## src/rtl/spi_light_if.sv

```systemverilog
// SPI link and lamp-status bundle between spi_master (or a bench) and spi_light_slave.
interface spi_light_if;
  logic        spi_ss_n;
  logic        spi_mosi;
  logic        spi_miso;
  logic [11:0] light_out;
  logic        frame_ok;
  logic        frame_err;

  modport master (
    output spi_ss_n, spi_mosi,
    input  spi_miso, light_out, frame_ok, frame_err
  );

  modport slave (
    input  spi_ss_n, spi_mosi,
    output spi_miso, light_out, frame_ok, frame_err
  );
endinterface

```

## src/rtl/spi_light_slave.sv

```systemverilog
// SPI receive stage for the traffic light: decodes {start,cmd,addr[1:0],data[2:0]} frames into
// four 3-bit {R,Y,G} light registers. Optional readback on spi_miso with `SPI_LIGHT_READBACK_EN.
module spi_light_slave #(
  parameter logic [2:0]  RST_VAL  = 3'b100,
  parameter int unsigned MAX_HUNT = 4
) (
  input  logic        clk,
  input  logic        n_rst,
  spi_light_if.slave  spi
);

  typedef enum logic [2:0] {
    S_IDLE   = 3'd0,
    S_HUNT   = 3'd1,
    S_SHIFT  = 3'd2,
    S_COMMIT = 3'd3,
    S_WAIT   = 3'd4
  } state_t;

  localparam logic [3:0] HUNT_LAST = 4'(MAX_HUNT - 1);

  state_t      state_r;
  state_t      state_nxt_s;
  logic        err_set_s;
  logic [3:0]  hunt_cnt_r;
  logic [2:0]  bit_cnt_r;
  logic [5:0]  sreg_r;
  logic [2:0]  light_r [4];
  logic        frame_ok_r;
  logic        frame_err_r;

  // State register
  always_ff @(posedge clk or negedge n_rst) begin
    if (!n_rst) begin
      state_r <= S_IDLE;
    end else begin
      state_r <= state_nxt_s;
    end
  end

  // Next-state decode and abort detection
  always_comb begin
    state_nxt_s = state_r;
    err_set_s   = 1'b0;
    case (state_r)
      S_IDLE: begin
        if (!spi.spi_ss_n) state_nxt_s = S_HUNT;
        else               state_nxt_s = S_IDLE;
      end
      S_HUNT: begin
        if (spi.spi_ss_n) begin
          state_nxt_s = S_IDLE;
        end else if (spi.spi_mosi) begin
          state_nxt_s = S_SHIFT;
        end else if (hunt_cnt_r == HUNT_LAST) begin
          state_nxt_s = S_WAIT;
          err_set_s   = 1'b1;
        end else begin
          state_nxt_s = S_HUNT;
        end
      end
      S_SHIFT: begin
        if (spi.spi_ss_n) begin
          state_nxt_s = S_IDLE;
          err_set_s   = 1'b1;
        end else if (bit_cnt_r == 3'd5) begin
          state_nxt_s = S_COMMIT;
        end else begin
          state_nxt_s = S_SHIFT;
        end
      end
      // The master releases ss_n on this very edge, so ss_n only selects where to go next.
      S_COMMIT: begin
        if (!spi.spi_ss_n) state_nxt_s = S_WAIT;
        else               state_nxt_s = S_IDLE;
      end
      S_WAIT: begin
        if (spi.spi_ss_n) state_nxt_s = S_IDLE;
        else              state_nxt_s = S_WAIT;
      end
      default: begin
        state_nxt_s = S_IDLE;
      end
    endcase
  end

  // Hunt/bit counters, frame shifter and status pulses
  always_ff @(posedge clk or negedge n_rst) begin
    if (!n_rst) begin
      hunt_cnt_r  <= 4'd0;
      bit_cnt_r   <= 3'd0;
      sreg_r      <= 6'd0;
      frame_ok_r  <= 1'b0;
      frame_err_r <= 1'b0;
    end else begin
      frame_ok_r  <= (state_r == S_COMMIT);
      frame_err_r <= err_set_s;
      if (state_r == S_HUNT) hunt_cnt_r <= hunt_cnt_r + 4'd1;
      else                   hunt_cnt_r <= 4'd0;
      if (state_r == S_SHIFT) begin
        sreg_r    <= {sreg_r[4:0], spi.spi_mosi};
        bit_cnt_r <= bit_cnt_r + 3'd1;
      end else begin
        sreg_r    <= sreg_r;
        bit_cnt_r <= 3'd0;
      end
    end
  end

  // Light registers: only the addressed register changes on a write commit
  always_ff @(posedge clk or negedge n_rst) begin
    if (!n_rst) begin
      for (int i = 0; i < 4; i++) light_r[i] <= RST_VAL;
    end else if ((state_r == S_COMMIT) && sreg_r[5]) begin
      light_r[sreg_r[4:3]] <= sreg_r[2:0];
    end else begin
      for (int i = 0; i < 4; i++) light_r[i] <= light_r[i];
    end
  end

  assign spi.light_out = {light_r[3], light_r[2], light_r[1], light_r[0]};
  assign spi.frame_ok  = frame_ok_r;
  assign spi.frame_err = frame_err_r;

`ifdef SPI_LIGHT_READBACK_EN
  logic [2:0] rd_s;
  logic [2:0] tx_sh_r;
  logic [1:0] tx_cnt_r;
  logic       miso_r;

  assign rd_s = light_r[sreg_r[4:3]];

  // Readback shifter: bit 2 leaves on the commit edge, bits 1 and 0 follow while ss_n stays low
  always_ff @(posedge clk or negedge n_rst) begin
    if (!n_rst) begin
      tx_sh_r  <= 3'd0;
      tx_cnt_r <= 2'd0;
      miso_r   <= 1'b0;
    end else if ((state_r == S_COMMIT) && !sreg_r[5] && !spi.spi_ss_n) begin
      miso_r   <= rd_s[2];
      tx_sh_r  <= {rd_s[1:0], 1'b0};
      tx_cnt_r <= 2'd2;
    end else if ((tx_cnt_r != 2'd0) && !spi.spi_ss_n) begin
      miso_r   <= tx_sh_r[2];
      tx_sh_r  <= {tx_sh_r[1:0], 1'b0};
      tx_cnt_r <= tx_cnt_r - 2'd1;
    end else begin
      miso_r   <= 1'b0;
      tx_sh_r  <= tx_sh_r;
      tx_cnt_r <= 2'd0;
    end
  end

  assign spi.spi_miso = miso_r;
`else
  assign spi.spi_miso = 1'b0;
`endif

endmodule
```

## src/flat_wrapper.sv

```systemverilog
// flat-port wrapper written by rule: the top's interface ports become plain ports
module spi_light_slave_flat 
#(
  parameter logic [2:0]  RST_VAL  = 3'b100,
  parameter int unsigned MAX_HUNT = 4
)
  (clk, n_rst, spi_spi_ss_n, spi_spi_mosi, spi_spi_miso, spi_light_out, spi_frame_ok, spi_frame_err);
  spi_light_if spi_i ();
  input  logic clk;
  input  logic n_rst;
  input wire logic [$bits(spi_i.spi_ss_n)-1:0] spi_spi_ss_n;
  input wire logic [$bits(spi_i.spi_mosi)-1:0] spi_spi_mosi;
  output wire logic [$bits(spi_i.spi_miso)-1:0] spi_spi_miso;
  output wire logic [$bits(spi_i.light_out)-1:0] spi_light_out;
  output wire logic [$bits(spi_i.frame_ok)-1:0] spi_frame_ok;
  output wire logic [$bits(spi_i.frame_err)-1:0] spi_frame_err;
  assign spi_i.spi_ss_n = spi_spi_ss_n;
  assign spi_i.spi_mosi = spi_spi_mosi;
  assign spi_spi_miso = spi_i.spi_miso;
  assign spi_light_out = spi_i.light_out;
  assign spi_frame_ok = spi_i.frame_ok;
  assign spi_frame_err = spi_i.frame_err;
  spi_light_slave #(.RST_VAL(RST_VAL), .MAX_HUNT(MAX_HUNT)) u_core (.clk(clk), .n_rst(n_rst), .spi(spi_i));
endmodule
```

## config.mk

```make
export PLATFORM = sky130hd
export DESIGN_NAME = spi_light_slave_flat
export DESIGN_NICKNAME = d
export VERILOG_FILES = /design/src/rtl/spi_light_if.sv /design/src/rtl/spi_light_slave.sv /design/src/flat_wrapper.sv
export SDC_FILE = /design/constraint.sdc
export NUM_CORES = 1
export LEC_CHECK = 0
export BUFFER_PORTS_ARGS = -buffer_cell sky130_fd_sc_hd__buf_4
export CORE_MARGIN = 8
export CORE_UTILIZATION = 55
export DETAILED_ROUTE_END_ITERATION = 12
export PLACE_DENSITY = 0.77
export SYNTH_ARGS = -nofsm -noshare
export SYNTH_HDL_FRONTEND = slang
export SYNTH_SLANG_ARGS = --single-unit
```

## constraint.sdc

```tcl
create_clock -name clk -period 1.8 [get_ports clk]
set_input_delay 0.09 -clock clk [delete_from_list [all_inputs] [get_ports clk]]
set_output_delay 0.09 -clock clk [all_outputs]
set_load 0.01 [all_outputs]
```

==> key figures <==
Synthesis
  • Synth Area in XOR/XNOR: 0.0203
  • Gate Count Post-Synth: 94
  • Flops & latches, synth: 30
  • Syn. warnings: 0
  • Mux cell area share after synthesis: 0.174
  • Synth Area in Simple Gates: 0.140
  • Largest family of logic cells by synthesized area: multiplexers
  • Sequential fraction of the synthesis area: 0.583
  • Synth Area in Adders: 0.0290
  • Library cells used by synthesis: 27
  • Post-synthesis compound-gate area fraction: 0.0299
  • Syn Nets: 101
  • Syn Std Cell Area: 1300 µm²
  • Mapped Avg Cell Area: 13.8 µm²

Floorplanning
  • Die X: 64.5 µm
  • # IOs: 19
  • Die area: 4170 µm²
  • Initial Utilization: 0.586
  • Core footprint: 2210 µm²
  • Die height: 64.5 µm
  • Rows: 17

Timing
  • Final Hold Viols: 0
  • Max Slew Vio Count: 0
  • Final setup violation count: 0
  • Clk_skew: 4.52 ps
  • Tmin final: 1500 ps
  • Fmax: 666 MHz
  • RSZ-0062 raised after global routing: false
  • Crit share post-route: 0.834
  • Setup TNS: 0 ps

Global routing
  • Initial antenna violation count: 0
  • GR Overflow Total: 0
  • Vias in the first global route: 802
  • Largest net degree at the start of global routing: 31
  • First-pass GRT wire length: 3620 µm
  • Gr usage total: 0.110

Worst setup path
  • Crit path launch: u_core.state_r[0]
  • Slowest CP cell: dfrtp_1
  • Worst Path Arrival: 1710 ps
  • R2R depth: 3
  • Buf/Inv on CP: 0
  • Crit path capture: u_core.spi.light_out[1]
  • Worst setup EP type: flip-flop
  • Worst path cell trace: nand4b_4 > or3_4 > mux2_4
  • Worst R2R End: u_core.spi.light_out[1]
  • Worst path required time: 2010 ps
  • Setup CP Type: flip-flop to flip-flop
  • Worst flop-to-flop path startpoint: u_core.state_r[0]
  • Crit Path Max Fanout: 10
  • Critical path's top delay family: simple AND/OR/NAND/NOR gates
  • WP depth: 3
  • Reg2Reg Setup Slack: 300 ps
  • Max incr delay on CP: 530 ps
  • Critical path startpoint category: flip-flop

Detailed routing
  • Post-route ant nets: 0
  • Pre-antenna DRT Iters: 4
  • Routed via count: 764
  • Final Routed Wirelength: 2100 µm
  • Iter 0 DRT Violations: 29
  • Avg WL per Cell: 14.1 µm
  • Vias/cell: 5.13
  • DRC: 0

Pwr
  • Peak supply drop: 0.688 mV
  • Final Power: 1.45 mW
  • PD cells: 942 nW/µm²
  • Leakage Power: 0.780 nW

CTS
  • Sink Count: 30
  • Number of setup buffers added after CTS: 0
  • Num CTS Buffers: 5
  • Root Buffer: clkbuf_4
  • Clock-pin slew of the registers on the worst-case setup and hold paths: 90 ps
  • CTS resizes: 0
  • Clock latency on the worst-skew pair: 320 ps
  • H-tree depth: 2
  • Hold_buf cts: 3
  • CTS tree: built
  • Clk buf depth: 2

Placement
  • GP Congestion: 0.749
  • Detailed Place HPWL: 1550 µm
  • PortBufs: 17

Job
  • Max-cap violations: 0

Cells and area
  • Multi-input logic area: 513 µm²
  • Share of layout cells above drive strength 1: 0.471
  • Seq. cell area: 756 µm²
  • Layout Nets: 127
  • Layout fillers: 158
  • Area Growth Syn to Fin: 19.1%
  • Antenna Cells: 0

Run status
  • Status: finished, final reports clean

Hold path
  • Worst hold path type: input pin to asynchronous set/reset pin
[cell families (layout without fill, tap and decap cells)]
family,Yosys count,in the layout
flops,30,30
simple gates,27,27
mux,19,19
buf+inv,6,33
compound gates,5,5
fa+ha+maj,3,3
xor+xnor,3,3
other cells,1,1
[cells in the final DEF, fill, tap and decap left out, types with 2 or more instances in the layout]
cell type | Yosys | layout
dfrtp_1 | 26 | 26
mux2_2 | 16 | 16
clkbuf_4 | 0 | 5
nor2_1 | 10 | 10
buf_4 | 1 | 18
ha_1 | 3 | 3
nor4b_1 | 2 | 2
dfstp_2 | 4 | 4
inv_1 | 4 | 4
nor3b_2 | 3 | 3
nand2_1 | 4 | 4
xnor2_1 | 2 | 2
dlygate4sd3_1 | 0 | 3
mux2_4 | 3 | 3
nand3_1 | 2 | 2
[state kept, by name, indices dropped and copies added (netlist names)]
register	cells
u_core.hunt_cnt_r	4
u_core.spi.frame_ok	1
u_core.sreg_r	6
u_core.bit_cnt_r	3
u_core.state_r	3
u_core.spi.light_out	12
u_core.spi.frame_err	1
[layout make-up]
cell class              instances  area share
clock inverters                 1     0.00324
repair buffers                 21       0.107
clock buffers                   7      0.0357
flip-flops and latches         30       0.489
inverters                       4     0.00972
multi-input cells              58       0.332
well taps                      28      0.0227
[Yosys cell counts]
library cell | count | area share
o211ai_1 | 1 | 0.0058
ha_1 | 3 | 0.029
nor3b_2 | 3 | 0.029
or3_2 | 1 | 0.0058
or3b_2 | 1 | 0.0068
o41ai_1 | 1 | 0.0068
nand2_1 | 4 | 0.012
nand4b_4 | 1 | 0.018
nor3_1 | 1 | 0.0039
dfstp_2 | 4 | 0.081
conb_1 | 1 | 0.0029
inv_1 | 4 | 0.012
nor2_1 | 10 | 0.029
nor4b_1 | 2 | 0.014
a22oi_1 | 1 | 0.0058
mux2_4 | 3 | 0.035
dfrtp_1 | 26 | 0.50
a21oi_1 | 1 | 0.0039
buf_4 | 1 | 0.0058
mux2_2 | 16 | 0.14
nand3_1 | 2 | 0.0077
xor2_1 | 1 | 0.0068
xnor2_1 | 2 | 0.014
or3_4 | 1 | 0.0087
and3_2 | 1 | 0.0058
buf_2 | 1 | 0.0039
a21bo_2 | 1 | 0.0077
[metrics by stage]
stage | hold slack (ps) | area [µm²] | instances | worst slack (ps) | utilization
floorplan | -206 | 1300 | 94 | 397 | -
global placement | 31.9 | 1450 | 138 | 339 | 0.657
detailed placement | 34.5 | 1450 | 138 | 303 | 0.657
CTS | 215 | 1540 | 149 | 294 | 0.698
global route | 248 | 1540 | 149 | 214 | 0.698
finish | 219 | 1540 | 149 | 299 | 0.698
[worst min path at each step]
stage	slack [ps]	cells past startpoint	endpoint
finish	220	2	u_core.bit_cnt_r[2]
global route	250	2	u_core.spi.light_out[0]
CTS	220	2	u_core.state_r[2]
detailed placement	30	1	u_core.bit_cnt_r[2]
global placement	30	1	u_core.bit_cnt_r[2]
floorplan	-210	0	u_core.bit_cnt_r[0]
[routing by layer]
layer / up-vias / GRT usage / routed length (µm)
met5: - / 0 / 0
met4: 0 / 0.0572 / 17
met3: 2 / 0.0498 / 87
met2: 17 / 0.165 / 1040
met1: 368 / 0.128 / 955
li1: 377 / - / -
[power by group]
group          switching, mW  internal [mW]  leakage [nW]
clock                  0.209          0.189        0.0353
combinational         0.0713          0.110         0.351
sequential             0.118          0.757         0.393
Note: power is estimated with default switching activity, not from simulation.
